## src/rtl/mc_ctrl.sv

```systemverilog
// rtl/mc_ctrl.sv - multi-cycle MIPS-subset control unit FSM with retired-instruction counter
module mc_ctrl #(
  parameter bit MEM_HS = 1'b1,
  parameter int CNT_W  = 32
) (
  input  logic             clk,
  input  logic             reset,
  input  logic [5:0]       opcode,
  input  logic [5:0]       funct,
  input  logic             mem_ready,
  input  logic             alu_zero,
  output logic             pc_write,
  output logic             ir_write,
  output logic             reg_write,
  output logic             mem_read,
  output logic             mem_write,
  output logic             alu_src,
  output logic [1:0]       reg_dst,
  output logic [1:0]       wd_sel,
  output logic [2:0]       npc_sel,
  output logic [1:0]       ext_op,
  output logic [3:0]       alu_ctrl,
  output logic [3:0]       state,
  output logic             instr_done,
  output logic             illegal,
  output logic [CNT_W-1:0] instr_cnt
);

  typedef enum logic [3:0] {
    FETCH  = 4'd0,
    DECODE = 4'd1,
    EXEC   = 4'd2,
    WB_ALU = 4'd3,
    ADDR   = 4'd4,
    MEM_RD = 4'd5,
    MEM_WR = 4'd6,
    WB_MEM = 4'd7,
    BRANCH = 4'd8,
    JUMP   = 4'd9
  } state_t;

  state_t stateReg;
  state_t nextState;

  logic isRtype, isAddu, isSubu, isSlt, isJr;
  logic isOri, isLui, isLw, isSw, isAddi, isAddiu, isBeq, isJ, isJal;
  logic isIType, isAluOp, grant;
  logic [3:0] aluOpCode;
  logic [1:0] extCode;

  // Instruction decode from the held IR fields
  always_comb begin
    isRtype = (opcode == 6'b000000);
    isAddu  = isRtype && (funct == 6'b100001);
    isSubu  = isRtype && (funct == 6'b100011);
    isSlt   = isRtype && (funct == 6'b101010);
    isJr    = isRtype && (funct == 6'b001000);
    isOri   = (opcode == 6'b001101);
    isLui   = (opcode == 6'b001111);
    isLw    = (opcode == 6'b100011);
    isSw    = (opcode == 6'b101011);
    isAddi  = (opcode == 6'b001000);
    isAddiu = (opcode == 6'b001001);
    isBeq   = (opcode == 6'b000100);
    isJ     = (opcode == 6'b000010);
    isJal   = (opcode == 6'b000011);
    isIType = isOri || isLui || isAddi || isAddiu;
    isAluOp = isAddu || isSubu || isSlt || isIType;
    // Without the handshake every memory access is granted immediately
    grant   = !MEM_HS || mem_ready;
  end

  // ALU operation and immediate extension for the arithmetic group
  always_comb begin
    aluOpCode = 4'b0000;
    extCode   = 2'b00;
    if (isSubu)       aluOpCode = 4'b0001;
    else if (isSlt)   aluOpCode = 4'b0110;
    else if (isOri)   aluOpCode = 4'b0010;
    else if (isLui) begin
      aluOpCode = 4'b0011;
      extCode   = 2'b10;
    end else if (isAddi) begin
      aluOpCode = 4'b0101;
      extCode   = 2'b01;
    end else if (isAddiu) begin
      aluOpCode = 4'b0000;
      extCode   = 2'b01;
    end
  end

  // Next-state and control outputs; reset overrides every enable and pulse
  always_comb begin
    nextState  = stateReg;
    pc_write   = 1'b0;
    ir_write   = 1'b0;
    reg_write  = 1'b0;
    mem_read   = 1'b0;
    mem_write  = 1'b0;
    alu_src    = 1'b0;
    reg_dst    = 2'b00;
    wd_sel     = 2'b00;
    npc_sel    = 3'b000;
    ext_op     = 2'b00;
    alu_ctrl   = 4'b0000;
    instr_done = 1'b0;
    illegal    = 1'b0;
    case (stateReg)
      FETCH: begin
        mem_read = 1'b1;
        ir_write = 1'b1;
        if (grant) begin
          pc_write  = 1'b1;
          nextState = DECODE;
        end
      end
      DECODE: begin
        if (isAluOp)                nextState = EXEC;
        else if (isLw || isSw)      nextState = ADDR;
        else if (isBeq)             nextState = BRANCH;
        else if (isJ || isJal || isJr) nextState = JUMP;
        else begin
          illegal   = 1'b1;
          nextState = FETCH;
        end
      end
      EXEC: begin
        alu_ctrl  = aluOpCode;
        alu_src   = isIType;
        ext_op    = extCode;
        nextState = WB_ALU;
      end
      WB_ALU: begin
        alu_ctrl   = aluOpCode;
        alu_src    = isIType;
        ext_op     = extCode;
        reg_write  = 1'b1;
        reg_dst    = isIType ? 2'b00 : 2'b01;
        instr_done = 1'b1;
        nextState  = FETCH;
      end
      ADDR: begin
        alu_src   = 1'b1;
        ext_op    = 2'b01;
        nextState = isLw ? MEM_RD : MEM_WR;
      end
      MEM_RD: begin
        mem_read = 1'b1;
        if (grant) nextState = WB_MEM;
      end
      WB_MEM: begin
        reg_write  = 1'b1;
        wd_sel     = 2'b01;
        instr_done = 1'b1;
        nextState  = FETCH;
      end
      MEM_WR: begin
        mem_write = 1'b1;
        if (grant) begin
          instr_done = 1'b1;
          nextState  = FETCH;
        end
      end
      BRANCH: begin
        alu_ctrl   = 4'b0001;
        npc_sel    = 3'b001;
        pc_write   = alu_zero;
        instr_done = 1'b1;
        nextState  = FETCH;
      end
      JUMP: begin
        pc_write   = 1'b1;
        instr_done = 1'b1;
        nextState  = FETCH;
        if (isJal) begin
          npc_sel   = 3'b010;
          reg_write = 1'b1;
          reg_dst   = 2'b10;
          wd_sel    = 2'b10;
        end else if (isJr) begin
          npc_sel  = 3'b100;
          alu_ctrl = 4'b0100;
        end else begin
          npc_sel = 3'b011;
        end
      end
      default: nextState = FETCH;
    endcase
    if (reset) begin
      nextState  = FETCH;
      pc_write   = 1'b0;
      ir_write   = 1'b0;
      reg_write  = 1'b0;
      mem_read   = 1'b0;
      mem_write  = 1'b0;
      instr_done = 1'b0;
      illegal    = 1'b0;
    end
  end

  // State register and retired-instruction counter (wraps naturally)
  always_ff @(posedge clk) begin
    if (reset) begin
      stateReg  <= FETCH;
      instr_cnt <= '0;
    end else begin
      stateReg <= nextState;
      if (instr_done) instr_cnt <= instr_cnt + CNT_W'(1);
    end
  end

  assign state = stateReg;

endmodule

```

## config.mk

```make
export PLATFORM = sky130hd
export DESIGN_NAME = mc_ctrl
export DESIGN_NICKNAME = d
export VERILOG_FILES = /design/src/rtl/mc_ctrl.sv
export SDC_FILE = /design/constraint.sdc
export NUM_CORES = 1
export LEC_CHECK = 0
export BUFFER_PORTS_ARGS = -buffer_cell sky130_fd_sc_hd__buf_2
export CAP_MARGIN = 20
export CORE_MARGIN = 2
export CORE_UTILIZATION = 42
export CTS_CLUSTER_SIZE = 30
export DETAILED_ROUTE_END_ITERATION = 16
export PLACE_DENSITY = 0.67
export SLEW_MARGIN = 20
export SYNTH_ARGS = -nofsm -noshare
export SYNTH_HDL_FRONTEND = slang
export SYNTH_SLANG_ARGS = --single-unit
```

## constraint.sdc

```tcl
create_clock -name clk -period 2.9 [get_ports clk]
set_input_delay 0 -clock clk [delete_from_list [all_inputs] [get_ports clk]]
set_output_delay 0 -clock clk [all_outputs]
set_load 0.02 [all_outputs]
```

==> impl_metrics.toml <==
[run_status]
status = "complete, no violations"

[worst_setup_path]
end_kind = "register"
required_ps = 3080
reg2reg_from = "state[1]"
r2r_slack_ps = 690
reg2reg_depth = 4
worstPathCellList = "nor2b_1 > a22oi_2 > nor4b_1 > mux2_2"
slowest_delay_ps = 620
cp_max_fo = 19
cp-start-kind = "register"
cp-endpoint = "instr_cnt[12]"
r2r_end = "instr_cnt[12]"
cp_slowest_cell = "dfxtp_1"
crit_start = "state[1]"
critical_path_class = "reg2reg"
cp.arrival_ps = 2390

[power_and_ir_drop]
peakVddDrop_mv = 0.189
leakagePower_nw = 1.20
power_per_cell_area_nw_per_um2 = 343

[logic_synthesis]
synthAdderAreaFrac = 0.00506
synth_async_sr_flop_share = 0
syn_area_sq_um = 2470
yosys_warnings = 0
synth_seq_area_share = 0.291
ys_dominant_reg_cell = "dfxtp_1"
yosysUniqueCellTypes = 59
synth-xor-area-share = 0.00354
synth_fp_nets = 332
synth_mux_area_frac = 0.0814
netlist.top_cell.by_area = "dfxtp_1"
synth_area_leaders = "dfxtp_1 (29%), mux2_2 (7.7%), nor2b_1 (5.6%), nor2_1 (4.9%), nor4_1 (4.6%)"
synth-compound-area-share = 0.151
ys_ff_latch = 36
synth_top_family_by_area = "simple AND/OR/NAND/NOR gates"
synth_edf_count = 0
yosys.area_share.simple = 0.409
synthCells = 315
synth.top_cell.area_share = 0.291
postSynthAreaPerCell_sq_um = 7.85

[route]
wl_um = 6290
post_drt_wl_per_cell_um = 14.2
drcViolationCount = 0
num_vias = 2486
vias_per_cell = 5.60
final_antenna_net_count = 0
drtIter0Drc = 96
firstDrtPassIters = 5

[floorplan]
ioPinCount = 73
fp.dieArea_sq_um = 6520
die_h_um = 80.7
coreArea_sq_um = 5610
die_w_um = 80.7
rows = 27
start_util = 0.441

[global_routing]
grt_usage = 0.197
grt_pass1_vias = 2209
grt_max_degree = 35
gr-total-overflow = 0
antenna_found_initial = 0
grt_first_pass_wirelength_um = 10300

[sta]
max_slew_margin = 0.485
rsz0062_at_grt = "no"
layout_min_cycle_time_ps = 2210
slew_violations = 0
hold_viol = 0
fmax_mhz = 452
setup_viol = 0
fin_setup_tns_ps = 0
worstMarginPinSlew_ps = 773
fin_crit_sh = 0.762
skew_ps = 3.86

[hold_path]
hold_depth = 3
min_path_type = "in2reg"

[final_layout]
layout.nets = 388
fillers = 614
diodes = 0
drive_gt1_frac = 0.304
instances_no_fill = 444
final_cell_mix = "buf_2 (71), dfxtp_1 (36), nor2_1 (32)"
final_common_cell = "buf_2"
area_growth_pct = 17.9

[place]
place_inst = 436
portBuffers = 71
hpwl_um = 4520
gp_congestion = 0.823

[cts]
ctsResizeCount = 0
h-tree-depth = 2
cts_sinks = 36
clkLatencyLatePin_ps = 290
clk_path_buf_depth = 2
cts.clk_slew.worst_paths_ps = 70
post_cts_buffers = 0
cts-root-buf = "clkbuf_8"
cts_tree = "built"
cts_buffers = 5
cts_hold_buf = 0

[job]
cap_violations = 0
worst min path at each step:
stage / start / to / slack (ps)
after floorplan: opcode[4] / state[2] / 180
after global placement: opcode[4] / state[2] / 350
after detailed placement: opcode[4] / state[2] / 350
after CTS: opcode[4] / state[2] / 40
after global routing: opcode[4] / state[2] / 70
final: opcode[4] / state[2] / 50
cell usage after synthesis (2+ instances only):
master and count:
a31oi_1 2, nand3_1 9, nand4_1 7, nand2b_1 5
nor2b_1 22, nor4_1 18, nand3b_1 2, nor3b_1 2
or3_1 7, and3_1 4, o21ai_0 10, o221ai_1 2
buf_2 9, mux2_2 17, nand2_1 18, nor3_1 6
a21oi_1 21, buf_1 2, o31ai_1 10, and4_1 5
or2_2 4, dfxtp_1 36, and2_1 3, nor2_1 32
or4_1 9, inv_1 9, nor4b_1 3, clkbuf_1 10
per-layer routing:
metal  vias to the layer above  routed length [um]  global-route usage
li1                       1268                   -                   -
met1                      1154                2850               0.259
met2                        56                3080               0.329
met3                         8                 274              0.0400
met4                         0                  81              0.0542
met5                         -                   0                   0
through the flow:
step / power (W) / setup slack (ps) / utilization / hold slack [ps] / cell area (sq um)
6_report: 0.00100 / 689 / 0.520 / 51.3 / 2920
5_1_grt: 0.00105 / 517 / 0.520 / 73.7 / 2920
4_1_cts: 0.00101 / 505 / 0.519 / 44.4 / 2910
3_5_place_dp: 0.000640 / 525 / 0.502 / 352 / 2820
3_3_place_gp: 0.000637 / 590 / 0.502 / 351 / 2820
2_1_floorplan: 0.000605 / 886 / - / 175 / 2470
worst max-delay path, delay by kind of cell, from the launching register on:
| kind | cells | cell delay (ps) |
|---|---|---|
| AO/OA/AOI/OAI | 1 | 300 |
| flip-flops | 1 | 620 |
| multiplexers | 1 | 380 |
| AND/OR/NAND/NOR | 2 | 790 |
logic make-up (layout without fill, tap and decap cells):
kind of cell	count (synthesis)	in the layout
XOR/XNOR	1	1
multiplexers	18	18
other	1	1
flip-flops	36	36
buffers and inverters	32	89
AO/OA/AOI/OAI	57	57
adder cells (fa/ha/maj)	1	1
AND/OR/NAND/NOR	169	169
power by group:
part / internal, W / switching, W
sequential: 0.000497 / 0.0000117
combinational: 0.0000438 / 0.0000775
clock: 0.000194 / 0.000177
flip-flops by register name, indices dropped and copies added (netlist names):
signal / flops
instr_cnt: 32
state: 4
area by class of cell:
class	count	area (sq um)	share of cell area
well taps	72	90.1	0.0309
repair buffers	72	363	0.124
flip-flops and latches	36	721	0.247
multi-input cells	247	1620	0.555
inverters	9	33.8	0.0116
clock buffers	8	90.1	0.0309
No activity file was read; power rests on OpenSTA's default activity.
